## src/rtl/detector_movimento_if.sv

```systemverilog
// detector_movimento_if: button inputs, move pulse/direction and debug outputs of the move detector
interface detector_movimento_if;
  logic [3:0] botoes;
  logic       habilita;
  logic       borda_movimento;
  logic [1:0] direcao;
  logic [3:0] db_filtrado;
  logic [1:0] db_estado;
  modport master (output botoes, habilita, input borda_movimento, direcao, db_filtrado, db_estado);
  modport slave (input botoes, habilita, output borda_movimento, direcao, db_filtrado, db_estado);
endinterface

```

## src/rtl/detector_movimento.sv

```systemverilog
// detector_movimento: synchronizes and debounces four buttons, emits one move pulse per press
module detector_movimento #(
  parameter int DEBOUNCE_CICLOS = 50000
) (
  input logic clock,
  input logic reset,
  detector_movimento_if.slave bus
);
  typedef enum logic [1:0] {OCIOSO = 2'b00, PULSO = 2'b01, AGUARDA_SOLTAR = 2'b10, INVALIDO = 2'b11} estado_t;
  localparam logic [15:0] LIMITE = 16'(DEBOUNCE_CICLOS - 1);
  logic [3:0] sinc1, sinc2, filtrado, filtrado_ant, candidato;
  logic [15:0] cont [4];
  logic [1:0] direcao, direcao_prox, prioridade;
  estado_t estado, proximo;
  // candidates are registered so the FSM sees a filtered rise one cycle after it happens
  always_ff @(posedge clock) begin
    if (reset) begin
      sinc1 <= '0;
      sinc2 <= '0;
      filtrado <= '0;
      filtrado_ant <= '0;
      candidato <= '0;
      for (int i = 0; i < 4; i++) cont[i] <= '0;
      estado <= OCIOSO;
      direcao <= 2'b00;
    end else begin
      sinc1 <= bus.botoes;
      sinc2 <= sinc1;
      filtrado_ant <= filtrado;
      candidato <= filtrado & ~filtrado_ant;
      for (int i = 0; i < 4; i++) begin
        if (sinc2[i] == filtrado[i]) cont[i] <= '0;
        else if (cont[i] == LIMITE) begin
          cont[i] <= '0;
          filtrado[i] <= ~filtrado[i];
        end else cont[i] <= cont[i] + 16'd1;
      end
      estado <= proximo;
      direcao <= direcao_prox;
    end
  end
  always_comb begin
    prioridade = candidato[3] ? 2'b00 : candidato[2] ? 2'b01 : candidato[1] ? 2'b10 : 2'b11;
    proximo = (estado == OCIOSO) ? ((|candidato && bus.habilita) ? PULSO : OCIOSO) :
              (estado == PULSO) ? AGUARDA_SOLTAR :
              (estado == AGUARDA_SOLTAR && filtrado != 4'b0000) ? AGUARDA_SOLTAR : OCIOSO;
    direcao_prox = (estado == OCIOSO && proximo == PULSO) ? prioridade : direcao;
  end
  assign bus.borda_movimento = (estado == PULSO);
  assign bus.direcao = direcao;
  assign bus.db_filtrado = filtrado;
  assign bus.db_estado = estado;
endmodule

```

## src/flat_wrapper.sv

```systemverilog
// flat-port wrapper written by rule: the top's interface ports become plain ports
module detector_movimento_flat 
#(
  parameter int DEBOUNCE_CICLOS = 50000
)
  (clock, reset, bus_botoes, bus_habilita, bus_borda_movimento, bus_direcao, bus_db_filtrado, bus_db_estado);
  detector_movimento_if bus_i ();
  input logic clock;
  input logic reset;
  input wire logic [$bits(bus_i.botoes)-1:0] bus_botoes;
  input wire logic [$bits(bus_i.habilita)-1:0] bus_habilita;
  output wire logic [$bits(bus_i.borda_movimento)-1:0] bus_borda_movimento;
  output wire logic [$bits(bus_i.direcao)-1:0] bus_direcao;
  output wire logic [$bits(bus_i.db_filtrado)-1:0] bus_db_filtrado;
  output wire logic [$bits(bus_i.db_estado)-1:0] bus_db_estado;
  assign bus_i.botoes = bus_botoes;
  assign bus_i.habilita = bus_habilita;
  assign bus_borda_movimento = bus_i.borda_movimento;
  assign bus_direcao = bus_i.direcao;
  assign bus_db_filtrado = bus_i.db_filtrado;
  assign bus_db_estado = bus_i.db_estado;
  detector_movimento #(.DEBOUNCE_CICLOS(DEBOUNCE_CICLOS)) u_core (.clock(clock), .reset(reset), .bus(bus_i));
endmodule
```

## config.mk

```make
export PLATFORM = sky130hd
export DESIGN_NAME = detector_movimento_flat
export DESIGN_NICKNAME = d
export VERILOG_FILES = /design/src/rtl/detector_movimento_if.sv /design/src/rtl/detector_movimento.sv /design/src/flat_wrapper.sv
export SDC_FILE = /design/constraint.sdc
export NUM_CORES = 1
export LEC_CHECK = 0
export BUFFER_PORTS_ARGS = -buffer_cell sky130_fd_sc_hd__buf_4
export CAP_MARGIN = 10
export CORE_MARGIN = 1.5
export CORE_UTILIZATION = 58
export CTS_BUF_LIST = sky130_fd_sc_hd__clkbuf_4
export CTS_CLUSTER_DIAMETER = 50
export DETAILED_ROUTE_END_ITERATION = 8
export PLACE_DENSITY = 0.82
export SLEW_MARGIN = 20
export SYNTH_ARGS = -nofsm -noshare
export SYNTH_HDL_FRONTEND = slang
export SYNTH_SLANG_ARGS = --single-unit
export TNS_END_PERCENT = 10
```

## constraint.sdc

```tcl
create_clock -name clock -period 2 [get_ports clock]
set_input_delay 0.3 -clock clock [delete_from_list [all_inputs] [get_ports clock]]
set_output_delay 0.3 -clock clock [all_outputs]
set_load 0.02 [all_outputs]
```

Word level (Yosys, flattened, before mapping)
Memories as Yosys holds them, arrays and structs flattened.
Cells that the tools add are included.
{"block": "word_totals", "register_bits": 24, "latchBits": 0, "ram_bits": 64, "romBits": 0, "out_inout_bits": 9, "word_cells": 123, "mem_count": 1}
{"memory": "u_core.cont", "words": 4, "word_bits": 16, "rd": 4, "rd_clocked_by_memory_dff": 0, "write_ports": 4, "line_no": "detector_movimento.sv:12", "rtl": "logic [15:0] cont [4];"}
{"block": "op_classes", "n_addsub": 4, "multipliers": 0, "div_mod_pow": 0, "order_cmp": 0, "eq_ne": 11, "n_shift": 0, "mux": 65, "n_bitwise": 22, "n_reduce_logical": 10}
{"op": "$mux 16", "n": 12}
{"op": "$add 16x1->16 const B", "n": 4}
{"op": "$eq 16x16->1 const B", "n": 4}
{"op": "$mux 1", "n": 48}
{"op": "$or 1x1->1", "n": 12}
{"op": "$mux 2", "n": 5}
{"op": "$not 1->1", "n": 8}
{"op": "$reduce_and 2->1", "n": 4}
{"op": "$and 4x4->4", "n": 1}
{"op": "$eq 1x1->1", "n": 4}
{"op": "$eq 2x1->1 const B", "n": 2}
{"op": "$not 4->4", "n": 1}
{"op": "$reduce_bool 4->1", "n": 1}
{"op": "$reduce_or 4->1", "n": 1}
{"op": "$logic_and 1x1->1", "n": 3}
{"op": "$eq 2x2->1 const B", "n": 1}
{"op": "$logic_not 2->1", "n": 1}

Depth between registers and ports, before layout
Gate-level depths: netlist of the first run.
An unclocked memory read counts as a cell.
{"block": "depth", "word_depth": 8, "mapped_depth": 7, "mapped_depth_nobuf": 5}

Worst setup path before layout of the first run
Ideal clock, no wire load.
{"block": "synth_timing", "kind": "register to register", "from": "memory u_core.cont[2][11]", "to": "memory u_core.cont[2][11], data pin", "setup_ps": 255, "arrival_ps": 1780, "path_slack_ps": -34, "stages_incl_launch_ff": 6, "n_path_buf": 1, "synth_period_minus_slack_ps": 2034, "cell_sequence": "edfxtp_1 -> or4_1 -> or4_4 -> nand2_4 -> buf_12 -> nor2_2"}
{"item": "from (decl)", "line_no": "detector_movimento.sv:12"}

==> impl_results.md, run 1 <==
- Leakage: 1.74 nW
- Hold_buf cts: 0
- Row cnt: 31
- DR pass1 iterations: 4
- CTS Root Buffer Type: clkbuf_4
- Layout Cells excl Fill: 589
- Final worst-path cycle share: 99.8%
- DP Area: 0.00477 mm²
- Hold path cells: 2
- Core ar.: 0.00718 mm²
- Post-Route WL: 7070 µm
- Post-Layout Inst Area: 0.00491 mm²
- Ranking of synthesized cells by area: edfxtp_1 45%, dfxtp_1 11%, xnor2_1 9.0%
- Dpl hpwl: 5040 µm
- Synth Area per Inst: 10.9 µm²
- Pin count of the biggest net entering global routing: 27
- Synth area leader: edfxtp_1
- Worst slew margin: 58.5%
- Slew @ Worst Pin: 0.620 ns
- Syn-to-layout area delta: 15.2%
- Crit-path max FO: 4
- Final hold vios: 0
- CP arrival: 2.17 ns
- ANT nets after route: 0
- Via count of the first global-routing pass: 2650
- Initial antenna violation count: 0
- Worst vdd ir: 452 µV
- Yosys reg bits: 88
- Async S/R FF share, synth: 0%
- Commonest cells after routing, fill and taps aside: 68 x nor2_1, 64 x edfxtp_1, 64 x conb_1, 44 x xnor2_1, 26 x buf_4
- Post-synthesis sequential area ratio: 56.4%
- Diode count: 0
- Die Area: 0.00787 mm²
- Total clock buffers created by CTS: 9
- Nets: 496
- Run status: completed
- Power, Total: 3.10 mW
- Critical Path Sink Type: flop
- CTS H-tree lvls: 3
- DP Cell Count: 572
- Die Width: 88.7 µm
- First-pass GRT wire length: 11700 µm
- Cell Chain, Critical Path: or4bb_1 > or4_4 > and3_2
- GR Util All Layers: 19.3%
- WL/cell: 12.0 µm
- 1st-iter DRT viols: 105
- Initial Utilization: 59.4%
- Hold Path Class: input pin to flop
- DR DRC count: 0
- Synth warnings: 0
- Cell Area, Synth: 0.00426 mm²
- Remaining Overflow, GRT: 0
- CP max stage delay: 0.61 ns
- PortBufs: 15
- Syn Inst Count: 391
- Startpoint Class: flop
- # IOs: 16
- Setup TNS: 0 ns
- Slowest-stage cell, CP: or4_4
- Fmax: 0.501 GHz
- Clk buf depth: 2
- Cell Pwr Density: 632 mW/mm²
- Slew Viols, Final: 0
- RSZ-0062 raised after global routing: yes
- Top-area cell type share of the netlist area: 45.1%
- Routability cong.: 0.800
- Via count: 2988
- Register-to-Register Path Depth: 3
- Clock latency on the worst-skew pair: 0.43 ns
- Max-cap violation count: 0
- Routed vias/inst: 5.07
- Clock-pin slew on the worst setup and hold paths: 0.12 ns
- Fraction of layout cells with a size suffix above 1: 11.6%
- Synth unique cells: 37
- Die Ht: 88.7 µm
- Required time of the critical path: 2.18 ns
- Top_reg_cell synth: edfxtp_1
- Setup Buffers After CTS: 0
- Sink Count: 88
- CTS tree: built
- Crit path time final: 2.00 ns
- Setup Crit Path Kind: flop to flop
- Most common cell after layout, fill and taps aside: nor2_1
- EDFF count, synth: 64
- Final setup fails: 0
- Skew final: 0.0209 ns
layout make-up:
cell class / count / area (µm²)
Sequential cell: 88 / 2400
Clock buffer: 14 / 105
Inverter: 9 / 33.8
Multi-Input combinational cell: 351 / 2040
Fill cell: 577 / 2270
Clock inverter: 2 / 8.76
Timing Repair Buffer: 26 / 195
Tap cell: 99 / 124
final timing paths:
path	from	endpoint	slack [ns]
worst min-delay path	bus_botoes[2]	u_core.sinc1[2]	0.09
worst min register to register	u_core.filtrado_ant[2]	u_core.candidato[2]	0.38
worst max-delay path	u_core.cont[2][5]	u_core.cont[2][1]	0.003
worst max register to register	u_core.cont[2][5]	u_core.cont[2][1]	0.003
registers in the layout (all words and copies together), names as in the netlist:
signal and count:
u_core.sinc1 4, u_core.bus.direcao 2, u_core.filtrado_ant 4, u_core.bus.db_filtrado 4
u_core.bus.db_estado 2, u_core.candidato 4, u_core.cont 64, u_core.sinc2 4
logic make-up after synthesis:
kind of cell               after synthesis  synth area share (%)
DFF                                     88                  56.4
muxes                                    5                  1.17
xor gates and xnor gates                57                  11.7
other                                    1                0.0880
AOI/OAI and AO/OA                        9                  1.44
and+or+nand+nor                        211                  26.2
buffers and inverters                   16                  1.79
adders and majority gates                4                  1.17
metrics by stage:
step                      hold WS, ns  worst slack [ns]  util (%)
after floorplan                 0.367           0.00824         -
after global placement          0.372            0.0357      66.5
final                          0.0909           0.00333      68.4
after global routing           0.0739           -0.0377      68.4
after CTS                      0.0702            0.0316      68.2
after detailed placement        0.375          -0.00837      66.5
report_power, final:
group	switching [mW]	internal [mW]
Combinational	0.0878	0.0731
Clock	0.542	0.323
Sequential	0.0626	2.02
Total	0.692	2.41
critical path, delay by kind of cell, from the launching register on:
| family | cells | cell delay [ns] |
|---|---|---|
| AND/OR/NAND/NOR | 3 | 1.36 |
| flip-flops | 1 | 0.40 |
cells in the mapped netlist, types with 5 or more instances:
master    number
nand3_1       22
nor4bb_1       5
nor3_1        15
and3_1         6
xor2_1        13
inv_1          9
nor2_2        10
xnor2_1       44
nand4_1       13
nor2b_1       18
edfxtp_1      64
nand2_1       19
nor2_1        68
mux2i_1        5
clkbuf_1       6
dfxtp_1       24
nor4_1        14
per-layer routing:
metal	global-route usage (%)	vias to the layer above	routed length (µm)
li1	-	1519	-
met1	27.6	1413	3430
met2	28.7	41	3250
met3	3.92	15	232
met4	8.66	0	166
met5	0	-	0
timing repair:
| action | 4_1_cts | 5_1_grt |
|---|---|---|
| gates resized for setup | 1 | 1 |
| gates cloned | 0 | 1 |
| setup endpoints to repair | 4 | 6 |
Power figures use the tool's default switching activity.
==> inputs of run 2 (changes only) <==
--- a/config.mk
+++ b/config.mk
@@ -7,7 +7,6 @@
 export LEC_CHECK = 0
 export BUFFER_PORTS_ARGS = -buffer_cell sky130_fd_sc_hd__buf_4
 export CAP_MARGIN = 10
-export CORE_MARGIN = 1.5
 export CORE_UTILIZATION = 58
 export CTS_BUF_LIST = sky130_fd_sc_hd__clkbuf_4
 export CTS_CLUSTER_DIAMETER = 50
==> constraint.sdc (replaced) <==
create_clock -name clock -period 1.8 [get_ports clock]
set_input_delay 0.27 -clock clock [delete_from_list [all_inputs] [get_ports clock]]
set_output_delay 0.27 -clock clock [all_outputs]
set_load 0.02 [all_outputs]
==> run 2 against run 1 <==
Effect of this change: the flow now finishes with violations (negative setup slack); clock power is 23% higher; wire length is 4.3% higher; final area is 3.4% higher; via count is 0.77% higher; clock skew is 0.0093 ns lower; flip-flop and latch count stayed put; register-to-register slack worse by 0.21 ns; critical path type unchanged; highest routed layer unchanged.
==> impl_results.md, run 2 (synthesis results as in run 1) <==
- Leakage: 1.85 nW (+6.1%)
- Die Width: 87.7 µm (-1.1%)
- Via count of the first global-routing pass: 2791 (+5.3%)
- Diode count: 0 (unchanged)
- Pin count of the biggest net entering global routing: 27 (unchanged)
- Core ar.: 0.00694 mm² (-3.2%)
- Crit-path max FO: 14 (+10)
- CP arrival: 2.17 ns (about the same)
- Hold_buf cts: 0 (unchanged)
- Critical Path Sink Type: flop
- Fmax: 0.499 GHz (-0.33%)
- Commonest cells after routing, fill and taps aside: 68 x nor2_1, 64 x edfxtp_1, 64 x conb_1, 45 x buf_4, 44 x xnor2_1
- Clk buf depth: 2 (unchanged)
- Row cnt: 30 (-3.2%)
- Skew final: 0.0116 ns (-0.00926 ns)
- Hold Path Class: input pin to flop
- Final setup fails: 16 (+16)
- GR Util All Layers: 21.0% (+1.6 points)
- 1st-iter DRT viols: 98 (-6.7%)
- CTS Root Buffer Type: clkbuf_4
- Power, Total: 3.57 mW (+15%)
- Max-cap violation count: 0 (unchanged)
- Run status: finished, violations left
- PortBufs: 15 (unchanged)
- # IOs: 16 (unchanged)
- Initial Utilization: 61.4% (+2.0 points)
- Die Ht: 87.7 µm (-1.1%)
- CTS H-tree lvls: 3 (unchanged)
- Setup Crit Path Kind: flop to flop
- Die Area: 0.00769 mm² (-2.2%)
- Initial antenna violation count: 0 (unchanged)
- RSZ-0062 raised after global routing: yes
- First-pass GRT wire length: 12400 µm (+5.4%)
- Via count: 3011 (+0.77%)
- Clock-pin slew on the worst setup and hold paths: 0.13 ns (about the same)
- Sink Count: 88 (unchanged)
- Final worst-path cycle share: 111% (+11 points)
- Setup slack after layout: -0.203 ns (-0.207 ns)
- Startpoint Class: flop
- Nets: 515 (+3.8%)
- Most flop-heavy register: u_core.cont
- Fillers: 501 (-13%)
- Most common cell after layout, fill and taps aside: nor2_1
- Required time of the critical path: 1.97 ns (-0.21 ns)
- Crit path time final: 2.00 ns (+0.00653 ns)
- Layout Cells excl Fill: 605 (+2.7%)
- Routability cong.: 0.843 (+5.3%)
- Dpl hpwl: 5300 µm (+5.2%)
- Largest register FFs: 64 (unchanged)
- Hold path cells: 2 (unchanged)
- Fraction of layout cells with a size suffix above 1: 15.3% (+3.7 points)
- Total clock buffers created by CTS: 9 (unchanged)
- Post-Route WL: 7380 µm (+4.3%)
- Clock latency on the worst-skew pair: 0.41 ns (-0.02 ns)
- Final hold vios: 0 (unchanged)
- Syn-to-layout area delta: 19.1%
- Remaining Overflow, GRT: 0 (unchanged)
- DP Cell Count: 588 (+2.8%)
- WL/cell: 12.2 µm (+1.6%)
- ANT nets after route: 0 (unchanged)
- Worst vdd ir: 646 µV (+43%)
- DR pass1 iterations: 4 (unchanged)
- Register-to-Register Path Depth: 4 (+1)
- Slew Viols, Final: 0 (unchanged)
- Cell Pwr Density: 703 mW/mm² (+11%)
- CTS tree: built
- Routed vias/inst: 4.98 (-1.9%)
- Failing checks: negative setup slack
- DR DRC count: 0 (unchanged)
run 2: changes by cell type in the layout (fill, tap and decap cells not counted), sizes merged:
cell	delta
buf	+20
bufinv	+1
clkinv	+2
clkbuf	-3
nand2	-1
run 2: repair_timing:
| item | 4_1_cts | 5_1_grt |
|---|---|---|
| gates resized for setup | 1 | 5 |
| buffers inserted | 0 | 1 |
| endpoints found under the setup margin | 16 | 45 |
| pin swaps | 6 | 2 |
run 2: per-layer routing:
metal,global-route usage (%),wire length (µm),up-vias,part of all wire [%]
li1,-,-,1561,-
met1,27.8,3590,1404,49
met2,33.8,3520,38,48
met3,4.24,160,8,2.2
met4,8.49,107,0,1.5
met5,0,0,-,0
run 2: power by group:
| part | leakage (nW) | internal, mW | switching [mW] | total (mW) |
|---|---|---|---|---|
| registers | 0.855 | 2.24 | 0.0644 | 2.31 |
| clock network | 0.0757 | 0.443 | 0.612 | 1.06 |
| logic | 0.917 | 0.0979 | 0.110 | 0.208 |
run 2: critical path, stage by stage, from the launching register on:
cell and delay, ns:
edfxtp_1 0.41, or4_4 0.54, or4_4 0.58, nand2_8 0.17
nor2_1 0.06
run 2: per-stage QoR:
| stage | util, % | TNS (ns) | hold slack, ns | setup slack (ns) | cell area (µm²) |
|---|---|---|---|---|---|
| 2_1_floorplan | - | -3.23 | 0.349 | -0.192 | 4500 |
| 3_3_place_gp | 70.7 | -2.20 | 0.372 | -0.158 | 4910 |
| 3_5_place_dp | 70.7 | -2.82 | 0.374 | -0.204 | 4910 |
| 4_1_cts | 72.7 | -2.26 | 0.0415 | -0.193 | 5050 |
| 5_1_grt | 73.1 | -3.48 | 0.0434 | -0.247 | 5080 |
| 6_report | 73.1 | -2.87 | 0.0670 | -0.203 | 5080 |
run 2: area by class of cell:
cell class / count / area [µm²] / area share [%]
clock inverters: 5 / 47.5 / 0.937
flip-flops and latches: 88 / 2400 / 47.3
repair buffers: 46 / 349 / 6.88
well taps: 96 / 120 / 2.37
inverters: 9 / 33.8 / 0.666
multi-input cells: 350 / 2040 / 40.2
clock buffers: 11 / 82.6 / 1.63
run 2: worst paths after layout:
kind,endpoint,slack [ns],start
worst max-delay path,u_core.cont[2][5],-0.20,u_core.cont[2][10]
worst min register to register,u_core.candidato[1],0.38,u_core.filtrado_ant[1]
worst min-delay path,u_core.sinc1[2],0.07,bus_botoes[2]
worst max register to register,u_core.cont[2][5],-0.20,u_core.cont[2][10]
==> inputs of run 3 (changes only) <==
--- a/config.mk
+++ b/config.mk
@@ -7,11 +7,13 @@
 export LEC_CHECK = 0
 export BUFFER_PORTS_ARGS = -buffer_cell sky130_fd_sc_hd__buf_4
 export CAP_MARGIN = 10
-export CORE_UTILIZATION = 58
+export CELL_PAD_IN_SITES_DETAIL_PLACEMENT = 1
+export CELL_PAD_IN_SITES_GLOBAL_PLACEMENT = 1
+export CORE_UTILIZATION = 52
 export CTS_BUF_LIST = sky130_fd_sc_hd__clkbuf_4
 export CTS_CLUSTER_DIAMETER = 50
 export DETAILED_ROUTE_END_ITERATION = 8
-export PLACE_DENSITY = 0.82
+export PLACE_DENSITY = 0.86
 export SLEW_MARGIN = 20
 export SYNTH_ARGS = -nofsm -noshare
 export SYNTH_HDL_FRONTEND = slang
==> constraint.sdc (replaced) <==
create_clock -name clock -period 2 [get_ports clock]
set_input_delay 0.3 -clock clock [delete_from_list [all_inputs] [get_ports clock]]
set_output_delay 0.3 -clock clock [all_outputs]
set_load 0.02 [all_outputs]
==> run 3 against run 2 <==
Effect of this change: the flow still finishes with violations (negative setup slack); wire length up 24%; global-route usage is 1.5 points higher; register-to-register slack improved by 0.19 ns; clock skew is 0.011 ns higher; core utilization shrank 9.4 points; clock power rose by 8%; highest routed layer unchanged.
==> impl_results.md, run 3 (synthesis results as in run 1) <==
- Die Area: 0.00856 mm² (+11%)
- Setup TNS: -0.0115 ns (+2.86 ns)
- R2R setup slack: -0.01 ns (+0.19 ns)
- Slew Viols, Final: 0 (unchanged)
- Via count of the first global-routing pass: 3328 (+19%)
- Total clock buffers created by CTS: 9 (unchanged)
- Clock-pin slew on the worst setup and hold paths: 0.15 ns (+0.02 ns)
- Remaining Overflow, GRT: 0 (unchanged)
- GR Util All Layers: 22.5% (+1.5 points)
- Setup slack after layout: -0.0115 ns (+0.192 ns)
- Run status: finished, violations left
- Startpoint Class: flop
- Die Ht: 92.5 µm (+5.5%)
- Crit path time final: 2.01 ns (+0.00827 ns)
- Most flop-heavy register: u_core.cont
- Clock latency on the worst-skew pair: 0.43 ns (+0.02 ns)
- Routed vias/inst: 5.22 (+4.9%)
- Syn-to-layout area delta: 16.7%
- Post-Route WL: 9170 µm (+24%)
- Initial antenna violation count: 0 (unchanged)
- Crit-path max FO: 14 (unchanged)
- Hold path cells: 2 (unchanged)
- Nets: 497 (-3.5%)
- DR pass1 iterations: 4 (unchanged)
- Hold Slack: 0.0847 ns (+0.0177 ns)
- Routability cong.: 0.773 (-8.3%)
- Clk buf depth: 2 (unchanged)
- ANT nets after route: 0 (unchanged)
- CTS Root Buffer Type: clkbuf_4
- Setup Crit Path Kind: flop to flop
- PortBufs: 15 (unchanged)
- Row cnt: 32 (+6.7%)
- Final worst-path cycle share: 101% (-11 points)
- Final hold vios: 0 (unchanged)
- Power, Total: 3.40 mW (-4.8%)
- 1st-iter DRT viols: 91 (-7.1%)
- Initial Utilization: 54.6% (-6.8 points)
- Fraction of layout cells with a size suffix above 1: 12.0% (-3.3 points)
- Via count: 3097 (+2.9%)
- Fmax: 0.497 GHz (-0.41%)
- Leakage: 1.75 nW (-5.1%)
- Die Width: 92.5 µm (+5.5%)
- Skew final: 0.0223 ns (+0.0107 ns)
- First-pass GRT wire length: 15000 µm (+21%)
- Worst vdd ir: 365 µV (-44%)
- CP endpoint: u_core.cont[2][4]
- Register-to-Register Path Depth: 4 (unchanged)
- Sink Count: 88 (unchanged)
- DR DRC count: 0 (unchanged)
- CTS H-tree lvls: 3 (unchanged)
- Hold Path Class: input pin to flop
- Core ar.: 0.00781 mm² (+12%)
- Largest register FFs: 64 (unchanged)
- Worst Setup SP: u_core.cont[2][10]
- RSZ-0062 raised after global routing: yes
- WL/cell: 15.5 µm (+27%)
- Pin count of the biggest net entering global routing: 27 (unchanged)
- Final setup fails: 1 (-15)
- Diode count: 0 (unchanged)
- Critical Path Sink Type: flop
- CP arrival: 2.20 ns (+0.03 ns)
- Max-cap violation count: 0 (unchanged)
- Cell Pwr Density: 683 mW/mm² (-2.8%)
- CTS tree: built
- Worst R2R End: u_core.cont[2][4]
- Dpl hpwl: 6490 µm (+22%)
- Failing checks: negative setup slack
- Required time of the critical path: 2.19 ns (+0.22 ns)
- Commonest cells after routing, fill and taps aside: 68 x nor2_1, 64 x edfxtp_1, 64 x conb_1, 44 x xnor2_1, 28 x buf_4
- Most common cell after layout, fill and taps aside: nor2_1
- # IOs: 16 (unchanged)
- R2R Path Start: u_core.cont[2][10]
[run 3: cell count changes in the layout (fill, tap and decap cells not counted)]
cell        change
or4_4           -1
buf_6           -1
inv_6           +1
clkinvlp_4      +3
nand2_1         +1
clkinv_2        -2
or4_1           +1
clkbuf_4        -2
clkinv_1        -1
buf_4          -17
bufinv_16       +1
nand2_2         -1
[run 3: per-stage QoR]
stage	util [%]	instance area, µm²	setup slack, ns	instances
2_1_floorplan	-	4500	0.00824	454
6_report	63.7	4970	-0.0115	593
3_5_place_dp	61.3	4780	-0.0426	576
3_3_place_gp	61.3	4780	0.0320	576
4_1_cts	63.5	4960	-0.000326	592
5_1_grt	63.7	4970	-0.0413	593
[run 3: layout make-up]
cell class / count / area, µm²
Fill cell: 878 / 2840
Sequential cell: 88 / 2400
Multi-Input combinational cell: 350 / 2030
Timing Repair Buffer: 28 / 210
Tap cell: 102 / 128
Clock inverter: 7 / 95.1
Clock buffer: 9 / 67.6
Inverter: 9 / 33.8
[run 3: what timing repair did]
item,CTS,global route
endpoints found under the setup margin,13,23
resized for setup,1,2
setup buffers,0,1
hold buffers,0,0
[run 3: report_power, final]
group | leakage [nW] | total, mW | switching [mW] | internal, mW
combinational | 0.823 | 0.173 | 0.0975 | 0.0752
clock | 0.0762 | 1.14 | 0.630 | 0.507
sequential | 0.855 | 2.09 | 0.0691 | 2.02
[run 3: worst min-delay path by stage]
stage / startpoint / endpoint / slack, ns
2_1_floorplan: u_core.filtrado_ant[0] / u_core.candidato[0] / 0.37
3_3_place_gp: u_core.filtrado_ant[3] / u_core.candidato[3] / 0.37
3_5_place_dp: u_core.filtrado_ant[3] / u_core.candidato[3] / 0.38
4_1_cts: bus_botoes[3] / u_core.sinc1[3] / 0.07
5_1_grt: bus_botoes[0] / u_core.sinc1[0] / 0.09
6_report: bus_botoes[0] / u_core.sinc1[0] / 0.08
[run 3: layer usage]
layer	up-vias	GRT usage, %	part of all wire [%]	routed length, µm
met3	19	2.79	1.9	172
li1	1519	-	-	-
met2	41	40.8	52	4810
met5	-	0	0	0
met4	0	8.33	2.2	203
met1	1518	27.1	43	3980
[run 3: worst max-delay path: stages, from the launching register on]
cell,delay (ns)
edfxtp_1,0.43
or4_1,0.55
or4_4,0.55
nand2_8,0.17
nor2_1,0.07
